===== src/rtl/mem_initiator.sv =====
// mem_initiator: CPU-side load/store bus master for the data-memory responder.
// Accepts one RISC-V load/store at a time, decodes funct3 into memSize/memSign,
// runs the memExecute/memReady/dataReady handshake and returns a one-cycle
// response (respValid/respErr/respData) to the pipeline.
//
// Build option: define MEM_TIMEOUT_EN to bound the time spent in WAIT
// (TIMEOUT_CYCLES) and add a DRAIN state that waits for the memory to go idle
// after a timeout. Without it, WAIT waits indefinitely.
module mem_initiator #(
   parameter int TIMEOUT_CYCLES = 64,
   parameter int CNT_W          = 8
) (
   input  logic        clk,
   input  logic        reset,
   // pipeline side
   input  logic        reqValid,
   output logic        reqReady,
   input  logic        reqWrite,
   input  logic [2:0]  reqFunct3,
   input  logic [31:0] reqAddress,
   input  logic [31:0] reqData,
   output logic        respValid,
   output logic [31:0] respData,
   output logic        respErr,
   // memory side
   input  logic        memReady,
   input  logic        dataReady,
   output logic        memExecute,
   output logic        memWrite,
   output logic [1:0]  memSize,
   output logic        memSign,
   output logic [31:0] memAddress,
   input  logic [31:0] outputData,
   output logic [31:0] inputData
);

   // The timeout counter must be able to hold TIMEOUT_CYCLES-1.
   if (((2 ** CNT_W) <= TIMEOUT_CYCLES) || (TIMEOUT_CYCLES < 1)) begin : g_param_check
      $error("mem_initiator: CNT_W too narrow or TIMEOUT_CYCLES < 1");
   end

`ifdef MEM_TIMEOUT_EN
   typedef enum logic [2:0] {
      IDLE  = 3'd0,
      ISSUE = 3'd1,
      WAIT  = 3'd2,
      RESP  = 3'd3,
      DRAIN = 3'd4
   } state_t;
`else
   typedef enum logic [1:0] {
      IDLE  = 2'd0,
      ISSUE = 2'd1,
      WAIT  = 2'd2,
      RESP  = 2'd3
   } state_t;
`endif

   state_t      state;
   state_t      state_next;

   logic        mem_execute_next;
   logic        mem_write_next;
   logic [1:0]  mem_size_next;
   logic        mem_sign_next;
   logic [31:0] mem_address_next;
   logic [31:0] input_data_next;
   logic        resp_valid_next;
   logic        resp_err_next;
   logic [31:0] resp_data_next;

`ifdef MEM_TIMEOUT_EN
   logic [CNT_W-1:0] cnt;
   logic [CNT_W-1:0] cnt_next;
`endif

   // Request decode, only meaningful in the acceptance cycle.
   logic req_accept;
   logic req_illegal;
   logic req_misaligned;
   logic load_done;

   assign reqReady   = (state == IDLE) && reset;
   assign req_accept = reqValid && reqReady;

   // Stores only have funct3 000/001/010; loads additionally have 100/101.
   assign req_illegal = reqWrite
                      ? (reqFunct3[2] || (reqFunct3[1:0] == 2'b11))
                      : ((reqFunct3[1:0] == 2'b11) || (reqFunct3 == 3'b110));

   assign req_misaligned = ((reqFunct3[1:0] == 2'b01) && reqAddress[0]) ||
                           ((reqFunct3[1:0] == 2'b10) && (reqAddress[1:0] != 2'b00));

   // A store finishes on memReady alone; a load also needs its read data.
   assign load_done = memReady && (memWrite || dataReady);

   // Next-state and next-output logic for the whole transaction sequence.
   always_comb begin
      // NOTE: every signal gets a default first so no path leaves it unassigned,
      // which would otherwise infer a latch.
      state_next       = state;
      mem_execute_next = memExecute;
      mem_write_next   = memWrite;
      mem_size_next    = memSize;
      mem_sign_next    = memSign;
      mem_address_next = memAddress;
      input_data_next  = inputData;
      resp_valid_next  = 1'b0;
      resp_err_next    = respErr;
      resp_data_next   = respData;
`ifdef MEM_TIMEOUT_EN
      cnt_next         = cnt;
`endif

      case (state)
         IDLE: begin
            if (req_accept) begin
               // Latch the whole request; later changes on req* are ignored.
               mem_address_next = reqAddress;
               mem_write_next   = reqWrite;
               mem_size_next    = reqFunct3[1:0];
               mem_sign_next    = ~reqFunct3[2] & ~reqWrite;
               input_data_next  = reqData;
               if (req_illegal || req_misaligned) begin
                  // Rejected locally: no bus activity, error response next cycle.
                  state_next      = RESP;
                  resp_valid_next = 1'b1;
                  resp_err_next   = 1'b1;
                  resp_data_next  = 32'h0;
               end else begin
                  state_next       = ISSUE;
                  mem_execute_next = 1'b1;
               end
            end
         end

         ISSUE: begin
            // memReady falling is the only proof the memory took the request;
            // a memReady that is still high belongs to the previous idle period.
            if (!memReady) begin
               state_next       = WAIT;
               mem_execute_next = 1'b0;
`ifdef MEM_TIMEOUT_EN
               cnt_next         = '0;
`endif
            end
         end

         WAIT: begin
            if (load_done) begin
               state_next      = RESP;
               resp_valid_next = 1'b1;
               resp_err_next   = 1'b0;
               resp_data_next  = memWrite ? 32'h0 : outputData;
            end
`ifdef MEM_TIMEOUT_EN
            else if (cnt == CNT_W'(TIMEOUT_CYCLES - 1)) begin
               // Last allowed WAIT cycle without completion: give up.
               state_next      = DRAIN;
               resp_valid_next = 1'b1;
               resp_err_next   = 1'b1;
               resp_data_next  = 32'h0;
            end else begin
               cnt_next = cnt + 1'b1;
            end
`endif
         end

         RESP: begin
            state_next = IDLE;
         end

`ifdef MEM_TIMEOUT_EN
         DRAIN: begin
            // Let the abandoned transaction finish before accepting new work.
            if (memReady) begin
               state_next = IDLE;
            end
         end
`endif

         default: begin
            state_next = IDLE;
         end
      endcase
   end

   // State and output registers with synchronous active-low reset.
   always_ff @(posedge clk) begin
      // NOTE: sequential state uses non-blocking assignments so every register
      // samples the pre-edge values regardless of statement order.
      if (!reset) begin
         state      <= IDLE;
         memExecute <= 1'b0;
         memWrite   <= 1'b0;
         memSize    <= 2'b00;
         memSign    <= 1'b0;
         memAddress <= 32'h0;
         inputData  <= 32'h0;
         respValid  <= 1'b0;
         respErr    <= 1'b0;
         respData   <= 32'h0;
      end else begin
         state      <= state_next;
         memExecute <= mem_execute_next;
         memWrite   <= mem_write_next;
         memSize    <= mem_size_next;
         memSign    <= mem_sign_next;
         memAddress <= mem_address_next;
         inputData  <= input_data_next;
         respValid  <= resp_valid_next;
         respErr    <= resp_err_next;
         respData   <= resp_data_next;
      end
   end

`ifdef MEM_TIMEOUT_EN
   // WAIT-cycle counter for the timeout.
   always_ff @(posedge clk) begin
      if (!reset) begin
         cnt <= '0;
      end else begin
         cnt <= cnt_next;
      end
   end
`endif

endmodule


===== config.mk =====
export PLATFORM = sky130hd
export DESIGN_NAME = mem_initiator
export DESIGN_NICKNAME = d
export VERILOG_FILES = /design/src/rtl/mem_initiator.sv
export SDC_FILE = /design/constraint.sdc
export NUM_CORES = 1
export LEC_CHECK = 0
export ABC_AREA = 1
export ABC_CLOCK_PERIOD_IN_PS = 2200
export CORE_ASPECT_RATIO = 2
export CORE_MARGIN = 4
export CORE_UTILIZATION = 41
export DETAILED_ROUTE_END_ITERATION = 10
export PLACE_DENSITY = 0.81
export SYNTH_ARGS = -nofsm -noshare
export SYNTH_HDL_FRONTEND = slang
export SYNTH_SLANG_ARGS = --single-unit

===== constraint.sdc =====
create_clock -name clk -period 2.2 [get_ports clk]
set_input_delay 0.33 -clock clk [delete_from_list [all_inputs] [get_ports clk]]
set_output_delay 0.33 -clock clk [all_outputs]
set_load 0.03 [all_outputs]

### Word level (Yosys, flattened, before mapping)

Index checks and enable logic that the tools add are counted.

| storage, ports and cells | value |
|---|---|
| latch bits | 0 |
| logic and storage cells | 66 |
| input port bits | 105 |
| RAM bits | 0 |
| output and inout bits | 104 |
| memories | 0 |
| register bits after elaboration | 105 |
| bits in read-only memories | 0 |

| cells by class | value |
|---|---|
| bitwise gates (word level) | 3 |
| reduce and logical (&&, ||, !) cells | 18 |
| equality and inequality tests | 12 |
| $add $sub $neg | 0 |
| magnitude comparators | 0 |
| multiply operators | 0 |
| shifts and indexed selects | 0 |
| div/mod/pow operators | 0 |
| muxes and demuxes | 23 |

Operators by type and width:

| operator | count |
|---|---|
| 32-bit two-way mux | 4 |
| 32-bit one-hot mux with 2 select lines | 1 |
| 1-bit two-way mux | 10 |
| 2-bit == test (second input constant) | 4 |
| 2-bit two-way mux | 4 |
| 2-bit != test (second input constant) | 4 |
| 2-bit one-hot mux with 4 select lines | 1 |
| 4-bit AND reduction | 2 |
| 1-bit one-hot mux with 2 select lines | 3 |
| 2-bit nonzero test | 3 |
| 1-bit logical AND | 5 |
| 1-bit logical OR | 5 |
| 2-bit by 1-bit == test with 1-bit output (second input constant) | 2 |
| 3-bit == test (second input constant) | 1 |
| 3-bit AND reduction | 1 |
| 2-bit zero test | 1 |
| 2-bit by 1-bit != test with 1-bit output (second input constant) | 1 |
| 1-bit NOT | 2 |
| 2-bit AND reduction | 1 |
| 1-bit bitwise AND | 1 |

### Longest topological paths before layout

| depth | value |
|---|---|
| depth after elaboration | 7 |
| gate-level depth with buffers | 9 |
| mapped depth without buffers | 9 |

### Worst setup path after synthesis

No wires, ideal clock.

| timing path | value |
|---|---|
| path type | reg-to-reg |
| from | reg state[0] |
| to | reg respData[0] |
| required time | 2.087 ns |
| setup time | 0.113 ns |
| period minus slack after synthesis | 1.629 ns |
| path buffers | 1 |
| arrival | 1.516 ns |
| stages on the path, launching flop included | 9 |
| setup slack | 0.571 ns |
| path through | dfxtp_1 > inv_1 > ha_1 > nand3_2 > a21oi_2 > nand3_2 > clkbuf_1 > nor2_1 > nor2_1 |

| on the way | value |
|---|---|
| cells in the longest elaborated chain, start to end | 5 |
| elaborated cells between the ends (all ways) | 10 |
| classes of those cells | eq/ne: 4; mux: 1; reduce/logical: 5 |

Ends and longest elaborated chain:

| element | RTL line | RTL |
|---|---|---|
| from (decl) | 59 | `state_t state;` |
| from (signal assigned) | 204 | `state <= state_next;` |
| 2-bit zero test | 83, 115 |  |
| 1-bit logical AND | 83 | `assign reqReady = (state == IDLE) && reset;` |
| 1-bit logical AND | 84 | `assign req_accept = reqValid && reqReady;` |
| 2-bit != test (no source line) | - |  |
| 4-bit AND reduction (no source line) | - |  |
| to (signal assigned) | 213 | `respData <= resp_data_next;` |
| to (decl) | 23 | `output logic [31:0] respData,` |

Parallel ways exist; a longest one is shown, timed or not.
A chain may end at the register's enable or synchronous reset.

### Final worst setup path

| timing path | value |
|---|---|
| from | reg state[1] |
| to | reg state[1] |

| on the way | value |
|---|---|
| cells in the longest elaborated chain, start to end | 5 |
| elaborated cells between the ends (all ways) | 11 |
| classes of those cells | eq/ne: 6; mux: 1; reduce/logical: 4 |

Ends and longest elaborated chain:

| element | RTL line |
|---|---|
| 2-bit zero test | 83, 115 |
| 1-bit logical AND | 83 |
| 1-bit logical AND | 84 |
| 2-bit != test (no source line) | - |
| 3-bit AND reduction (no source line) | - |

Parallel ways exist; a longest one is shown, timed or not.

==> impl_metrics.env <==
export IMPL_status="complete, no violations"
export IMPL_wire_per_inst_microns=14.14
export IMPL_p_leak_nw=3.143
export IMPL_end_kind="register"
export IMPL_grt_start_max_net_pins=104
export IMPL_post_cts_resized=0
export IMPL_numPortBuffers=208
export IMPL_dp_slack_ns=0.2373
export IMPL_fillerInstances=887
export IMPL_max_clock_freq_mhz=524.1
export IMPL_power_density_mw_per_mm2=1158
export IMPL_vias_per_cell=4.796
export IMPL_grt_total_usage=0.2175
export IMPL_synth_nets=735
export IMPL_ys_top_cells_by_area="dfxtp_1 (49%), nand2_1 (21%), nand3_1 (8.1%)"
export IMPL_ios=209
export IMPL_ys_ff_latch=105
export IMPL_syn_inst=626
export IMPL_post_cts_buffers=0
export IMPL_report_final_setup_viol=0
export IMPL_hold_viol_final=0
export IMPL_insertion_delay_ns=0.34
export IMPL_crit_arrival_ns=2.14
export IMPL_multiInputGateArea_sq_mm=0.001772
export IMPL_rsz0062_at_grt="false"
export IMPL_coreArea_sq_mm=0.01015
export IMPL_slew_viol_final=0
export IMPL_grt_overflow=0
export IMPL_worstPathMaxFanout=75
export IMPL_rows=52
export IMPL_numCtsBuffers=9
export IMPL_yosys_warnings=0
export IMPL_grt_pass1_vias=4558
export IMPL_fin_area_sq_mm=0.006780
export IMPL_drtIter0Drc=185
export IMPL_layout_drive_gt1_share=0.03780
export IMPL_worstSetupPathType="reg -> reg"
export IMPL_clk_pin_slew_ns=0.07
export IMPL_yosysUniqueCellTypes=17
export IMPL_syn_cell_area_sq_mm=0.004282
export IMPL_required_ns=2.43
export IMPL_cts_root_buf="clkbuf_16"
export IMPL_maxCapViolCount=0
export IMPL_whs_ns=0.4648
export IMPL_cts_hold_buffers=0
export IMPL_yosysTopAreaCellShare=0.4909
export IMPL_fin_crit_ns=1.908
export IMPL_diodes=0
export IMPL_htreeDepth=3
export IMPL_slew_headroom=0.6865
export IMPL_num_vias=4580
export IMPL_clock_path_buffers=2
export IMPL_synth_top_area_cell="dfxtp_1"
export IMPL_clock_skew_ns=0.008585
export IMPL_peakVddDrop_v=0.0006695
export IMPL_dieArea_sq_mm=0.01224
export IMPL_worst_slack_ns=0.2919
export IMPL_drc_errors=0
export IMPL_finalWirelength_mm=13.51
export IMPL_regArea_sq_mm=0.002102
export IMPL_grt_pass1_wl_mm=21.18
export IMPL_fp_dieW_microns=80.26
export IMPL_gp_congestion=0.8222
export IMPL_antenna_found_initial=0
export IMPL_start_kind="register"
export IMPL_dpl_cell_area_sq_mm=0.006492
export IMPL_dp_hpwl_mm=10.16
export IMPL_numClockSinks=105
export IMPL_syn_avg_cell_area_sq_um=6.840
export IMPL_dieHeight_microns=152.5
export IMPL_initial_core_util=0.4218
export IMPL_seq_area_frac_synth=0.4909
export IMPL_hold_depth=2
export IMPL_cts_tree="yes"
export IMPL_ant_nets=0
export IMPL_setup_tns_ns=0
export IMPL_nets=924
export IMPL_hold_class="reg -> reg"
export IMPL_worstMarginPinSlew_ns=0.4703
export IMPL_firstDrtPassIters=4
export IMPL_area_delta_synth_final_pct=58.36
export IMPL_fin_crit_sh=0.8673
export IMPL_r2r_cells=10
export IMPL_utilization=0.6680
[sequential cells by signal, indices dropped and copies added, names as in the netlist]
signal,count
respData,32
state,2
memWrite,1
memSign,1
memSize,2
inputData,32
memExecute,1
memAddress,32
respErr,1
respValid,1
[metal layers]
metal / track usage / wire, microns / vias up
met5: 0 / 0 / -
met4: 0.09428 / 386 / 0
met3: 0.04970 / 784 / 23
met2: 0.4197 / 7659 / 160
met1: 0.2083 / 4677 / 2097
li1: - / - / 2300
[Yosys cell counts (all sizes together)]
cell and instances:
a21oi 4, ha 4, buf 5, clkbuf 34
o22ai 1, and2 1, o21ai 11, nand2 237
nand4 22, dfxtp 105, nand3 71, nor2 62
nor3 1, inv 68
[cell usage in the layout (no fill, tap or decap), types with 7 or more instances in the layout]
cell type and instances:
inv_1 67, nand2_1 237, o21ai_0 11, clkdlybuf4s50_1 206, buf_4 7, nand3_1 69
dfxtp_1 105, nor2_1 62, nand4_1 22, clkbuf_16 9
[final timing paths]
check                 start             end  slack [ns]
max                state[1]        state[1]        0.29
min          memAddress[15]  memAddress[15]        0.46
max reg2reg        state[1]        state[1]        0.29
min reg2reg  memAddress[15]  memAddress[15]        0.46
[worst max-delay path, cell delays in order, from the launching register on]
cell and delay (ns):
dfxtp_1 0.33, inv_1 0.10, ha_1 0.31, nand3_2 0.16
buf_12 0.25, nand2_1 0.11, nand2_1 0.10, a21oi_1 0.23
nand2_1 0.08, nor2_1 0.10, nor2_1 0.05
[power breakdown]
group | total (W) | switching, W | internal (W)
Sequential | 0.00257 | 0.000234 | 0.00234
Clock | 0.00154 | 0.000725 | 0.000814
Combinational | 0.00374 | 0.00228 | 0.00146
Total | 0.00785 | 0.00324 | 0.00462
[metrics by stage]
step	cells	power [W]
floorplan	626	0.004875
global placement	939	0.006232
detailed placement	939	0.006374
CTS	955	0.007926
global route	955	0.008359
finish	955	0.007854
[cell families (layout without fill, tap and decap cells)]
kind of cell | count (synthesis) | after routing | share of synthesized area
AOI/OAI and AO/OA | 16 | 16 | 0.01987
adders and majority gates | 4 | 4 | 0.01169
buffers and inverters | 107 | 301 | 0.09526
DFF | 105 | 105 | 0.4909
and+or+nand+nor | 394 | 394 | 0.3822
[layout make-up]
cell class | instances | share of cell area
tap | 135 | 0.02491
sequential | 105 | 0.3100
clock buffer | 10 | 0.03525
clock inverter | 6 | 0.007197
inverter | 68 | 0.03765
timing repair buffer | 217 | 0.3237
multi-input combinational | 414 | 0.2613
No activity file was read; power rests on OpenSTA's default activity.
